===== src/rtl/nibble_serial_adder_ctrl.sv =====
// Wide unsigned adder that reuses one 4-bit ripple slice, one nibble per clock, LSB first.
// Operands are captured on an accepted start; the result appears with a one-cycle done pulse.

module nibble_add4 (
   input  logic [3:0] a_i,
   input  logic [3:0] b_i,
   input  logic       cin_i,
   output logic [3:0] sum_o,
   output logic       cout_o
);
   logic [4:0] carry;

   assign carry[0] = cin_i;

   genvar gi;
   generate
      for (gi = 0; gi < 4; gi++) begin : g_bit
         assign sum_o[gi]     = a_i[gi] ^ b_i[gi] ^ carry[gi];
         assign carry[gi + 1] = (a_i[gi] & b_i[gi]) | (carry[gi] & (a_i[gi] ^ b_i[gi]));
      end
   endgenerate

   assign cout_o = carry[4];
endmodule

module nibble_serial_adder_ctrl #(
   parameter int NIBBLES = 4
) (
   input  logic                   clk_i,
   input  logic                   rst_i,
   input  logic                   start_i,
   input  logic [4*NIBBLES-1:0]   a_i,
   input  logic [4*NIBBLES-1:0]   b_i,
   input  logic                   cin_i,
   output logic                   ready_o,
   output logic                   busy_o,
   output logic                   done_o,
   output logic [4*NIBBLES-1:0]   sum_o,
   output logic                   cout_o
);
   localparam int W  = 4 * NIBBLES;
   localparam int IW = ($clog2(NIBBLES + 1) < 1) ? 1 : $clog2(NIBBLES + 1);
   localparam logic [IW-1:0] LAST_IDX = IW'(NIBBLES - 1);

   typedef enum logic [1:0] {
      S_IDLE,
      S_RUN,
      S_DONE
   } state_t;

   state_t          state_q, state_d;
   logic [W-1:0]    opa_q, opa_d;
   logic [W-1:0]    opb_q, opb_d;
   logic            c_q, c_d;
   logic [W-1:0]    acc_q, acc_d;
   logic [IW-1:0]   idx_q, idx_d;
   logic [W-1:0]    sum_q, sum_d;
   logic            cout_q, cout_d;

   logic [3:0]      slice_sum;
   logic            slice_cout;
   logic [W-1:0]    acc_run;

   nibble_add4 u_slice (
      .a_i    (opa_q[3:0]),
      .b_i    (opb_q[3:0]),
      .cin_i  (c_q),
      .sum_o  (slice_sum),
      .cout_o (slice_cout)
   );

   // Accumulator image with the current slice result dropped into nibble idx.
   genvar gi;
   generate
      for (gi = 0; gi < NIBBLES; gi++) begin : g_acc
         assign acc_run[4*gi +: 4] = (idx_q == IW'(gi)) ? slice_sum : acc_q[4*gi +: 4];
      end
   endgenerate

   always_ff @(posedge clk_i) begin
      if (rst_i) begin
         state_q <= S_IDLE;
         opa_q   <= '0;
         opb_q   <= '0;
         c_q     <= 1'b0;
         acc_q   <= '0;
         idx_q   <= '0;
         sum_q   <= '0;
         cout_q  <= 1'b0;
      end else begin
         state_q <= state_d;
         opa_q   <= opa_d;
         opb_q   <= opb_d;
         c_q     <= c_d;
         acc_q   <= acc_d;
         idx_q   <= idx_d;
         sum_q   <= sum_d;
         cout_q  <= cout_d;
      end
   end

   always_comb begin
      state_d = state_q;
      opa_d   = opa_q;
      opb_d   = opb_q;
      c_d     = c_q;
      acc_d   = acc_q;
      idx_d   = idx_q;
      sum_d   = sum_q;
      cout_d  = cout_q;
      case (state_q)
         S_IDLE: begin
            if (start_i) begin
               opa_d   = a_i;
               opb_d   = b_i;
               c_d     = cin_i;
               idx_d   = '0;
               acc_d   = '0;
               state_d = S_RUN;
            end
         end
         S_RUN: begin
            acc_d = acc_run;
            c_d   = slice_cout;
            opa_d = opa_q >> 4;
            opb_d = opb_q >> 4;
            idx_d = idx_q + IW'(1);
            // sum/cout only ever see a finished result, never a partial one.
            if (idx_q == LAST_IDX) begin
               sum_d   = acc_run;
               cout_d  = slice_cout;
               state_d = S_DONE;
            end
         end
         S_DONE: begin
            state_d = S_IDLE;
         end
         default: begin
            state_d = S_IDLE;
         end
      endcase
   end

   assign ready_o = (state_q == S_IDLE);
   assign busy_o  = (state_q == S_RUN) || (state_q == S_DONE);
   assign done_o  = (state_q == S_DONE);
   assign sum_o   = sum_q;
   assign cout_o  = cout_q;
endmodule


===== config.mk =====
export PLATFORM = sky130hd
export DESIGN_NAME = nibble_serial_adder_ctrl
export DESIGN_NICKNAME = d
export VERILOG_FILES = /design/src/rtl/nibble_serial_adder_ctrl.sv
export SDC_FILE = /design/constraint.sdc
export NUM_CORES = 1
export LEC_CHECK = 0
export CAP_MARGIN = 20
export CORE_MARGIN = 2
export CORE_UTILIZATION = 68
export CTS_BUF_LIST = sky130_fd_sc_hd__clkbuf_8
export DETAILED_ROUTE_END_ITERATION = 8
export DONT_BUFFER_PORTS = 1
export HOLD_SLACK_MARGIN = 0.02
export PLACE_DENSITY = 0.87
export SLEW_MARGIN = 20
export SYNTH_ARGS = -nofsm -noshare
export SYNTH_HDL_FRONTEND = slang
export SYNTH_SLANG_ARGS = --single-unit

===== constraint.sdc =====
create_clock -name clk_i -period 4.35 [get_ports clk_i]
set_input_delay 0.87 -clock clk_i [delete_from_list [all_inputs] [get_ports clk_i]]
set_output_delay 0.87 -clock clk_i [all_outputs]
set_load 0.05 [all_outputs]

==> impl.org <==
** Worst setup path
- The worst setup path is launched from a register.
- The worst setup path is captured at a register.
- Along the worst path, the maximum fanout reaches 53.
- Required time of the worst setup path :: 4.57 ns
- In this design, the largest share of critical-path delay is due to multiplexers.
- Start-to-end type of the worst setup path :: register to register
- Critical Path, Cell by Cell :: inv_1 > ha_2 > buf_4 > mux2_2 > o21a_1 > o32ai_1
- The slowest stage of the critical path belongs to the cell sky130_fd_sc_hd__mux2_2.
- Critical path data arrival time :: 2.67 ns
- The largest single stage delay on the critical path is 0.87 ns.
- Number of buffers and inverters on the critical path :: 2

** Hold path
- The min-delay analysis places its worst path in the category register to register.

** Synth
- Counting every net in the synthesized netlist gives 383.
- Cell count after synthesis :: 335
- Seq cells post-synth :: 67
- A synthesized cell averages 9.33 um^2.
- The synthesized netlist contains 29 unique library cells.
- Warnings from Yosys :: 0
- Cell taking the most area after synthesis :: sky130_fd_sc_hd__dfxtp_1
- Cell types occupying the most area after synthesis :: sky130_fd_sc_hd__dfxtp_1 (43%), sky130_fd_sc_hd__mux2i_1 (9.9%), sky130_fd_sc_hd__a211oi_1 (8.6%)
- Share of the yosys chip area belonging to registers :: 42.9%
- The mapped netlist covers 3130 um^2.
- Summed over its instances, the top area cell type makes up 42.9% of the synthesized netlist area.

** Global route
- Entering global routing, the biggest net connects 76 pins.
- For this run, the total global-route usage over all layers was measured as 26.9%.
- Wire length of the first global-routing pass :: 10,600 um
- Antenna violations before repair :: 0
- Congestion Overflow GR :: 0
- The via count of the first global-routing pass is 2,200.

** Floorplanning
- IO Count :: 56
- The initialized floorplan defines 24 standard-cell rows.
- The die covers 5150 um^2.
- Core area :: 4380 um^2
- Vert. Die Dim :: 71.8 um
- Measured along the x axis, the die boundary spans 71.8 um.
- Once the floorplan was initialized, standard cells occupied 71.3% of the core.

** Run
- Max-capacitance violation count :: 0

** Timing
- Max Clk Rate :: 408 MHz
- Final worst path period share :: 56.4%
- Max-slew headroom at the worst pin :: 39.8%
- Slew at the pin closest to its max-slew limit :: 0.903 ns
- Once routing completed, OpenROAD measured the worst setup slack at 1.90 ns.
- Setup violations remaining at the end of the flow were counted as 0.
- The total count of hold-check failures in the final report was 0.
- Post-route setup TNS :: 0 ns
- Clock skew on the completed layout was measured at 0.00806 ns.
- For the finished layout, the period the worst path requires is 2.45 ns.
- RSZ-0062 raised after global routing :: false
- Final Max Tran Viols :: 0

** Drt
- Vias per cell :: 6.28
- For this run, design rule violations remaining after detail routing come to 0.
- The final route contains 2,350 vias.
- The first TritonRoute pass finished after 5 iterations.
- For this block, the routed nets add up to 6380 um of wire.
- Average routed wire per standard cell :: 17.1 um
- Iteration-0 DRC Markers :: 205
- DRT antenna net count :: 0

** Clock tree
- Number of buffers between clock root and the deepest sink :: 2
- Clock buffers created by TritonCTS :: 9
- Buffers added to address setup during post-CTS repair amount to 0.
- The H-tree generated during clock tree synthesis spans 3 levels.
- Once the clock tree was built, the resizer swapped 0 gates to a different size.
- Clock tree synthesis selected as its root buffer the cell sky130_fd_sc_hd__clkbuf_8.
- Clock latency on the worst-skew pair :: 0.35 ns
- Clock tree synthesis found a total of 67 sinks.
- The number of hold buffers added after CTS was 0.
- After clock tree synthesis, the clock-pin slew on the worst setup and hold paths is 0.07 ns.
- TritonCTS built the clock tree.

** Power
- In this run, the combinational gates consume 16.5% of the power.
- Power share of the sequential group :: 49.2%
- Leakage power :: 1.11 nW
- Relative contribution of the clock network to total power :: 34.2%
- Pwr/cell area :: 429 nW/um^2
- Switching power as a share of total power :: 28.3%
- Peak supply drop :: 0.308 mV
- Internal power consumption :: 0.000990 W
- The analysis attributes to net switching a power of 0.000391 W.

** Placed design
- Final HPWL from detailed placement :: 4130 um
- At the placement stage, the worst setup path has a slack of 1.92 ns.
- The congestion estimate from routability-driven global placement came to 0.787.
- In this run the tool buffered the top-level ports with 0 buffer cells.

** Status
- The flow ran to the end, and the final reports show no timing, DRC or antenna violations.

** Final layout
- The number of antenna diodes in the final layout is 0.
- Number of nets in the layout :: 366
- Cells with a size suffix above 1 make up 5.28% of the layout.
- Area growth, synth to finish :: 3.08%
-- stage by stage --
| step | total power, W | hold WS, ns | instances | util, % | instance area, um^2 |
|---|---|---|---|---|---|
| after floorplan | 0.000896 | 0.453 | 335 | - | 3130 |
| after global placement | 0.000910 | 0.462 | 359 | 69.4 | 3040 |
| after detailed placement | 0.000920 | 0.465 | 359 | 69.4 | 3040 |
| after CTS | 0.00139 | 0.475 | 374 | 73.5 | 3220 |
| after global routing | 0.00145 | 0.499 | 374 | 73.5 | 3220 |
| final | 0.00138 | 0.476 | 374 | 73.5 | 3220 |
-- area by class of cell --
| cell class | count | area [um^2] |
|---|---|---|
| fillers | 322 | 1160 |
| repair buffers | 2 | 15.0 |
| flip-flops and latches | 67 | 1340 |
| clock inverters | 3 | 15.0 |
| inverters | 21 | 78.8 |
| multi-input cells | 217 | 1540 |
| clock buffers | 12 | 165 |
| well taps | 52 | 65.1 |
-- placed cells by master, fill, tap and decap left out --
master                       netlist  final
sky130_fd_sc_hd__nor2_1           36     36
sky130_fd_sc_hd__a32oi_1           2      2
sky130_fd_sc_hd__nand3b_1          6      6
sky130_fd_sc_hd__mux2_2            1      1
sky130_fd_sc_hd__a211oi_1         36     36
sky130_fd_sc_hd__clkinv_1          1      1
sky130_fd_sc_hd__a31oi_1           1      1
sky130_fd_sc_hd__o211ai_1          7      7
sky130_fd_sc_hd__a21oi_1          19     19
sky130_fd_sc_hd__mux2i_1          31     31
sky130_fd_sc_hd__dfxtp_1          67     67
sky130_fd_sc_hd__ha_1              8      7
sky130_fd_sc_hd__nor3_1            7      7
sky130_fd_sc_hd__clkinvlp_4        0      1
sky130_fd_sc_hd__and2_1            1      1
sky130_fd_sc_hd__or3_1             1      1
sky130_fd_sc_hd__nor2b_1           7      7
sky130_fd_sc_hd__inv_1            20     22
sky130_fd_sc_hd__clkbuf_8          0     12
sky130_fd_sc_hd__a221oi_1          7      7
sky130_fd_sc_hd__nand2b_1         10     10
sky130_fd_sc_hd__ha_2              0      1
sky130_fd_sc_hd__buf_4             2      2
sky130_fd_sc_hd__nand2_1          14     14
sky130_fd_sc_hd__nand3_1           4      4
sky130_fd_sc_hd__o21a_1            3      3
sky130_fd_sc_hd__fa_1              4      4
sky130_fd_sc_hd__o32ai_1          12     12
-- logic make-up (layout without fill, tap and decap cells) --
group | Yosys count | after routing | synth area share [%]
multiplexers | 32 | 32 | 10.3
flip-flops | 67 | 67 | 42.9
AND/OR/NAND/NOR | 86 | 86 | 13.0
adder cells (fa/ha/maj) | 12 | 12 | 5.76
buffers and inverters | 51 | 38 | 7.85
AO/OA/AOI/OAI | 87 | 87 | 20.2
-- path summary, 6_finish.rpt --
kind / from / end / slack (ns) / cells past startpoint
min: acc_q[2]$_SDFFE_PP0P_ / acc_q[2]$_SDFFE_PP0P_ / 0.48 / 2
min reg2reg: acc_q[2]$_SDFFE_PP0P_ / acc_q[2]$_SDFFE_PP0P_ / 0.48 / 2
max: state_q[1]$_SDFFE_PP0P_ / acc_q[4]$_SDFFE_PP0P_ / 1.90 / 6
max reg2reg: state_q[1]$_SDFFE_PP0P_ / acc_q[4]$_SDFFE_PP0P_ / 1.90 / 6
-- Yosys cell counts --
master,count
sky130_fd_sc_hd__o32ai_1,12
sky130_fd_sc_hd__fa_1,4
sky130_fd_sc_hd__dfxtp_1,67
sky130_fd_sc_hd__clkinv_1,1
sky130_fd_sc_hd__buf_6,5
sky130_fd_sc_hd__o21a_1,3
sky130_fd_sc_hd__buf_1,3
sky130_fd_sc_hd__nand3_1,4
sky130_fd_sc_hd__a221oi_1,7
sky130_fd_sc_hd__nand2b_1,10
sky130_fd_sc_hd__mux2_2,1
sky130_fd_sc_hd__buf_2,7
sky130_fd_sc_hd__nand3b_1,6
sky130_fd_sc_hd__buf_4,2
sky130_fd_sc_hd__clkbuf_1,13
sky130_fd_sc_hd__nor3_1,7
sky130_fd_sc_hd__inv_1,20
sky130_fd_sc_hd__mux2i_1,31
sky130_fd_sc_hd__a31oi_1,1
sky130_fd_sc_hd__a32oi_1,2
sky130_fd_sc_hd__nand2_1,14
sky130_fd_sc_hd__nor2b_1,7
sky130_fd_sc_hd__and2_1,1
sky130_fd_sc_hd__a21oi_1,19
sky130_fd_sc_hd__or3_1,1
sky130_fd_sc_hd__ha_1,8
sky130_fd_sc_hd__o211ai_1,7
sky130_fd_sc_hd__a211oi_1,36
sky130_fd_sc_hd__nor2_1,36
-- worst reg2reg max path, cell delays in order (launching register included) --
cell and delay, ns:
sky130_fd_sc_hd__dfxtp_1 0.32, sky130_fd_sc_hd__inv_1 0.08, sky130_fd_sc_hd__ha_2 0.16, sky130_fd_sc_hd__buf_4 0.43
sky130_fd_sc_hd__mux2_2 0.88, sky130_fd_sc_hd__o21a_1 0.33, sky130_fd_sc_hd__o32ai_1 0.12
-- flip-flops by register name, summed over array words and instances, names as in the netlist --
register and flops:
opa_q 16, opb_q 16, sum_o 16, acc_q 12
idx_q 3, state_q 2, c_q 1, cout_o 1
-- routing by layer --
metal / share of wire [%] / up-vias / global-route usage [%]
met5: 0 / - / 0
met4: 2.0 / 0 / 11.1
met1: 45 / 1097 / 34.6
met3: 6.7 / 14 / 10.3
li1: - / 1168 / -
met2: 47 / 71 / 40.7
-- power by group through the flow --
stage          Combinational (W)  Sequential (W)  Clock, W
3_5_place_dp            0.000227        0.000693         0
4_1_cts                 0.000229        0.000679  0.000480
6_report                0.000229        0.000680  0.000472
5_1_grt                 0.000254        0.000684  0.000510
3_3_place_gp            0.000219        0.000691         0
2_1_floorplan           0.000210        0.000686         0
(Power assumes the default switching activity.)
